**src/rtl/reg_file_param.sv**
```systemverilog
// Parameterised register file: three combinational read ports, two write ports,
// optional same-cycle write forwarding, and a one-register-per-cycle clear engine.
module reg_file_param #(
  parameter int DATA_W   = 8,
  parameter int NUM_REGS = 4,
  parameter int BYPASS   = 1,
  localparam int ADDR_W  = (NUM_REGS > 1) ? $clog2(NUM_REGS) : 1
) (
  input  logic                clk,
  input  logic                rst,
  input  logic [ADDR_W-1:0]   rd_addr1,
  input  logic [ADDR_W-1:0]   rd_addr2,
  input  logic [ADDR_W-1:0]   rd_addr3,
  input  logic [ADDR_W-1:0]   wr_addr1,
  input  logic [ADDR_W-1:0]   wr_addr2,
  input  logic [2*DATA_W-1:0] wr_data,
  input  logic                wr_en1,
  input  logic                wr_en2,
  input  logic                clear_req,
  output logic [DATA_W-1:0]   rd_data1,
  output logic [DATA_W-1:0]   rd_data2,
  output logic [DATA_W-1:0]   rd_data3,
  output logic                busy,
  output logic                clear_done
);

  localparam int IDX_W = ADDR_W + 1;
  localparam logic [IDX_W-1:0] LAST_IDX = IDX_W'(NUM_REGS - 1);
  localparam logic [IDX_W-1:0] NUM_REGS_L = IDX_W'(NUM_REGS);

  typedef enum logic [1:0] {ST_IDLE, ST_CLEAR, ST_DONE} state_e;

  state_e                  state_q, state_d;
  logic [IDX_W-1:0]        idx_q, idx_d;
  logic [DATA_W-1:0]       regs_q [NUM_REGS];
  logic [DATA_W-1:0]       regs_d [NUM_REGS];

  logic [DATA_W-1:0]       wr_hi, wr_lo;
  logic                    wr_allow, bypass_en;
  logic [ADDR_W-1:0]       rd_addr [3];
  logic [DATA_W-1:0]       rd_data [3];

  assign wr_hi     = wr_data[2*DATA_W-1:DATA_W];
  assign wr_lo     = wr_data[DATA_W-1:0];
  assign wr_allow  = (state_q != ST_CLEAR);
  assign bypass_en = (BYPASS != 0) && wr_allow && !rst;

  assign rd_addr[0] = rd_addr1;
  assign rd_addr[1] = rd_addr2;
  assign rd_addr[2] = rd_addr3;
  assign rd_data1   = rd_data[0];
  assign rd_data2   = rd_data[1];
  assign rd_data3   = rd_data[2];

  assign busy       = (state_q == ST_CLEAR);
  assign clear_done = (state_q == ST_DONE);

  // Out-of-range addresses match no entry, so they read 0 and never forward.
  always_comb begin
    for (int p = 0; p < 3; p++) begin
      rd_data[p] = '0;
      for (int i = 0; i < NUM_REGS; i++) begin
        if (rd_addr[p] == ADDR_W'(i)) rd_data[p] = regs_q[i];
      end
      if (bypass_en && ({1'b0, rd_addr[p]} < NUM_REGS_L)) begin
        if (wr_en1 && (wr_addr1 == rd_addr[p])) rd_data[p] = wr_hi;
        if (wr_en2 && (wr_addr2 == rd_addr[p])) rd_data[p] = wr_lo;
      end
    end
  end

  // NOTE: every variable gets its hold value first so no latch is inferred,
  // and later assignments win, which gives port 2 priority on a collision.
  always_comb begin
    for (int i = 0; i < NUM_REGS; i++) begin
      regs_d[i] = regs_q[i];
      if (!wr_allow) begin
        if (idx_q == IDX_W'(i)) regs_d[i] = '0;
      end else begin
        if (wr_en1 && (wr_addr1 == ADDR_W'(i))) regs_d[i] = wr_hi;
        if (wr_en2 && (wr_addr2 == ADDR_W'(i))) regs_d[i] = wr_lo;
      end
    end
  end

  always_comb begin
    state_d = state_q;
    idx_d   = idx_q;
    case (state_q)
      ST_IDLE: begin
        if (clear_req) begin
          state_d = ST_CLEAR;
          idx_d   = '0;
        end
      end
      ST_CLEAR: begin
        idx_d = idx_q + 1'b1;
        if (idx_q == LAST_IDX) state_d = ST_DONE;
      end
      ST_DONE: state_d = ST_IDLE;
      default: state_d = ST_IDLE;
    endcase
  end

  // NOTE: the storage array is reset on purpose: a reset must leave every
  // register reading 0, so it cannot be mapped onto a reset-less RAM macro.
  always_ff @(posedge clk or posedge rst) begin
    if (rst) begin
      state_q <= ST_IDLE;
      idx_q   <= '0;
      for (int i = 0; i < NUM_REGS; i++) regs_q[i] <= '0;
    end else begin
      state_q <= state_d;
      idx_q   <= idx_d;
      regs_q  <= regs_d;
    end
  end

endmodule

```
**config.mk**
```make
export PLATFORM = sky130hd
export DESIGN_NAME = reg_file_param
export DESIGN_NICKNAME = d
export VERILOG_FILES = /design/src/rtl/reg_file_param.sv
export SDC_FILE = /design/constraint.sdc
export NUM_CORES = 1
export LEC_CHECK = 0
export ABC_AREA = 1
export CAP_MARGIN = 20
export CELL_PAD_IN_SITES_DETAIL_PLACEMENT = 1
export CELL_PAD_IN_SITES_GLOBAL_PLACEMENT = 1
export CORE_ASPECT_RATIO = 0.75
export CORE_MARGIN = 4
export CORE_UTILIZATION = 38
export DETAILED_ROUTE_END_ITERATION = 10
export PLACE_DENSITY = 0.81
export REMOVE_ABC_BUFFERS = 1
export SYNTH_ARGS = -nofsm -noshare
export SYNTH_HDL_FRONTEND = slang
export SYNTH_SLANG_ARGS = --single-unit
```
**constraint.sdc**
```tcl
create_clock -name clk -period 2.2 [get_ports clk]
set_clock_uncertainty 0.15 [all_clocks]
set_input_delay 0.44 -clock clk [delete_from_list [all_inputs] [get_ports clk]]
set_output_delay 0.44 -clock clk [all_outputs]
set_load 0.01 [all_outputs]
```
==> results of run 1 <==
-- layer usage --
| layer | vias to the layer above | global-route usage | wire [µm] |
|---|---|---|---|
| met1 | 2966 | 0.500 | 9430 |
| met3 | 284 | 0.0596 | 4460 |
| met2 | 646 | 0.614 | 12000 |
| met5 | - | 0 | 74 |
| met4 | 6 | 0.171 | 2660 |
| li1 | 2435 | - | - |
-- Yosys cell counts --
cell type,n
nand2_1,169
nand3_1,125
nor2_1,59
o21ai_0,52
dfrtp_1,37
inv_1,29
nand4_1,27
o21ai_1,21
inv_2,11
o22ai_1,9
nand2_2,8
buf_2,6
buf_6,6
clkbuf_1,6
nor3_1,6
o31ai_1,6
ha_1,5
nor2_2,5
buf_4,3
nand3_2,3
o21ai_4,3
nand3_4,2
nor2_4,2
xnor2_1,2
xnor2_2,2
buf_1,1
nor2_8,1
o211ai_4,1
o21ai_2,1
-- how the worst min path moves through the flow --
stage,startpoint,end,slack (ps),depth (start not counted)
finish,idx_q[2],idx_q[2],440,2
global route,regs_q[7],regs_q[7],510,2
CTS,idx_q[2],idx_q[2],440,2
detailed placement,idx_q[2],idx_q[2],420,2
global placement,idx_q[2],idx_q[2],400,2
floorplan,regs_q[13],regs_q[13],360,2
-- sequential cells by signal, indices dropped and copies added (netlist names) --
signal / cells
regs_q: 32
idx_q: 3
state_q: 2
-- kinds of logic (layout without fill, tap and decap cells) --
| family | count (synthesis) | count (layout) | share of synthesized area |
|---|---|---|---|
| AOI/OAI and AO/OA | 93 | 94 | 0.145 |
| buffers and inverters | 62 | 233 | 0.0791 |
| and+or+nand+nor | 407 | 409 | 0.498 |
| adders and majority gates | 5 | 5 | 0.0167 |
| xor gates and xnor gates | 4 | 4 | 0.0133 |
| DFF | 37 | 37 | 0.247 |
| other | 0 | 1 | 0 |
-- layout make-up --
class / count / share of cell area
sequential: 37 / 0.149
inverter: 40 / 0.0265
multi-input combinational: 512 / 0.494
clock buffer: 7 / 0.0229
clock inverter: 1 / 0.00482
timing repair buffer: 185 / 0.276
tap: 132 / 0.0265
antenna: 1 / 0.000401
-- worst max-delay path: stages (launching register included) --
cell and delay (ps):
dfrtp_1 380, inv_2 70, nor2_4 170, nor2_4 80, inv_4 100, buf_12 150
buf_4 140, nand3_1 350, nand2_1 190, buf_2 150
-- where the power goes --
part           leakage (nW)  switching [mW]  internal [mW]
combinational          2.47            2.40           1.42
sequential            0.477           0.469          0.986
clock                0.0841           0.299          0.567
total                  3.03            3.17           2.97
-- repair_timing --
| item | 4_1_cts | 5_1_grt |
|---|---|---|
| setup endpoints to repair | 24 | 24 |
| gates resized for setup | 262 | 99 |
| buffers inserted | 34 | 10 |
| gates cloned | 7 | 0 |
| pin swaps | 39 | 55 |
| hold buffers | 0 | 0 |
-- stage by stage --
stage                     cell area (µm²)  utilization  setup TNS (ps)  power (mW)  worst slack, ps
after CTS                            5870        0.608            -219        5.24            -51.4
after detailed placement             5040        0.522          -22170        4.18             -921
final                                6230        0.645           -4740        6.14             -461
after global routing                 6230        0.645           -5620        6.31             -632
after floorplan                      3600            -               0        2.69              265
after global placement               5040        0.522          -20310        4.04             -884
==> results.yml, run 1 <==
cts:
  max-clock-path-buffers: 2
  tritoncts: "done"
  cts_root_buf: "clkbuf_16"
  cts_sinks: 37
  numCtsBuffers: 5
  cts.clk_slew.worst_paths_ps: 60
  clock_latency_ps: 290
  htreeDepth: 2
drt:
  ant_nets: 0
  drc: 0
  wirelength_mm: 28.6
  detail_route.first_pass.iterations: 7
  vias: 6337
  dr.first_iter.drc_count: 1023
  viasPerCell: 6.93
  wl_per_cell_um: 31.3
floorplanning:
  die_area_um2: 11500
  num_io_pins: 57
  initial_core_util: 0.388
  core_um2: 9660
  rows: 31
  fp.dieW_um: 123
  die_h_um: 94.0
cells_and_area:
  n_fill_cell: 1211
  multi_input_area_um2: 3080
  layout.area.seq_um2: 926
  most-common-layout-cells: "nand2_1 (150), nand3_1 (108), buf_4 (90)"
  fin_nets: 817
  drive_above_1_share: 0.377
  stdcell_count: 915
  final_common_cell: "nand2_1"
  area_delta_synth_final_pct: 66.2
setup_path:
  end_kind: "output pin"
  reg2reg_from: "state_q[0]"
  critPathArrivalTime_ps: 2070
  setup.worst_path.start: "state_q[0]"
  r2r_slack_ps: 330
  critPathKind: "flop to output pin"
  crit_end: "rd_data1[7]"
  critPathLaunchType: "flop"
  cp_max_fo: 12
  rr_endpoint: "regs_q[2]"
  cp.required_ps: 1610
  ff2ff_path_depth: 7
synth:
  synth_area_leader_cell: "dfrtp_1"
  synth_area_um2: 3750
  netlist_top_cells_area: "dfrtp_1 (25%), nand2_1 (17%), nand3_1 (17%), o21ai_0 (6.9%), nor2_1 (5.9%)"
  syn-instance-count: 608
  ys_seq_area_frac: 0.247
  synth_area_per_cell_um2: 6.17
  synth_seq_cells: 37
  ys_types: 29
  synth_top_area_share: 0.247
  yosys_warnings: 0
global_route:
  grt_overflow_total: 0
  grt_max_degree: 38
  grt_pass1_vias: 5892
  antenna_found_initial: 3
  grt_pass1_wl_mm: 33.4
  grt_use_total: 0.380
status:
  violations: "setup timing"
  status: "complete, but fails checks"
place:
  dp_hpwl_mm: 14.0
  globalplace.congestion: 0.987
  dp_cells: 860
  numPortBuffers: 56
sta:
  setup_ws_ps: -461
  worst_pin_slew_ps: 602
  hold_violations: 0
  finalSetupViolations: 23
  rsz0062_at_grt: "true"
  finalMaxSlewViolations: 0
  hold_slack_ps: 439
  fin_crit_sh: 1.21
  relSlewSlack: 0.598
  period_minus_slack_ps: 2660
  max_freq_ghz: 0.376
run:
  max_cap_viol_count: 0
pwr:
  ir_drop_mv: 0.750
  p_leak_nw: 3.03
  pwr_density_cell_nw_per_um2: 985
hold_path:
  hold_class: "flop to flop"
No activity file was read; power rests on OpenSTA's default activity.
==> inputs of run 2 (changes only) <==
SLEW_MARGIN = 25   (was default)
==> results of run 2 <==
The final DEF is identical to that of run 1; final timing and power are the same.
==> patch (config.mk and constraints of run 1) <==
`DATA_W`: 8 -> 12.
--- a/src/rtl/reg_file_param.sv
+++ b/src/rtl/reg_file_param.sv
@@ -1,7 +1,7 @@
 // Parameterised register file: three combinational read ports, two write ports,
 // optional same-cycle write forwarding, and a one-register-per-cycle clear engine.
 module reg_file_param #(
-  parameter int DATA_W   = 8,
+  parameter int DATA_W   = 12,
   parameter int NUM_REGS = 4,
   parameter int BYPASS   = 1,
   localparam int ADDR_W  = (NUM_REGS > 1) ? $clog2(NUM_REGS) : 1
Ports: changed (resized rd_data1, rd_data2, rd_data3 and wr_data); port bits go from 57 to 77. No check against the original RTL was run, so the function may have changed too.
==> patch against run 1 <==
Synthesized area up 39%. The run now fails in global routing (5_1_grt).
==> patch: results <==
[logic_synthesis]
synth_area_leaders = "dfrtp_1 (26%), nand2_1 (19%), nand3_1 (17%)"
ys_types = 26
yosysSeqAreaShare_pct = 25.5
netlist_top_cells_count = "nand2_1 (267), nand3_1 (177), nor2_1 (102), o21ai_0 (92), dfrtp_1 (53)"
yosys_warnings = 0
synth.ff_latch_count = 53
synth_cells = 897
synthArstFlopShare_pct = 100

[cts]
cts-buffers-inserted = 5
h-tree-depth = 2
cts_root_buffer = "clkbuf_16"
clock_path_buffers = 2
cts_hold_buf = 0

[outcome]
stop_stage = "global routing (5_1_grt)"
error_line = "[ERROR GRT-0232] Routing congestion too high. Check the congestion heatmap in the GUI."
status = "aborted with a tool error"

[place]
post-place-cells = 1233
place.gp.congestion = 1.01
hpwl_um = 20400
io_buffers = 76

[sta]
endpoint_type = "output port"
worstEndpointGrtRepair = "rd_data3[9]"

[grt]
overflow = 329
grt_max_degree = 54
grt_util_all_layers_pct = 86.9
## patch: repair_timing
item | CTS
gates resized for setup | 398
buffers inserted | 45
setup endpoints to repair | 36
pin swaps | 51
gates cloned | 14
## patch: kinds of logic after synthesis
kind of cell / after synthesis / synth area share (%)
XOR/XNOR: 3 / 0.506
adder cells (fa/ha/maj): 5 / 1.20
flip-flops: 53 / 25.5
buffers and inverters: 111 / 9.54
AND/OR/NAND/NOR: 589 / 49.0
AO/OA/AOI/OAI: 136 / 14.2
## patch: metrics by stage
| stage | hold slack [ns] | setup WS, ns | instance area, um^2 |
|---|---|---|---|
| after CTS | 0.382 | -0.259 | 8480 |
| after detailed placement | 0.409 | -1.06 | 7160 |
| after global placement | 0.389 | -0.894 | 7160 |
| after floorplan | 0.356 | 0.0409 | 4890 |
## patch: per-layer routing
layer | overflow | GRT usage [%]
met5 | 0 | 45.4
met2 | 201 | 100
met1 | 13 | 84.3
met3 | 10 | 76.2
met4 | 105 | 92.0
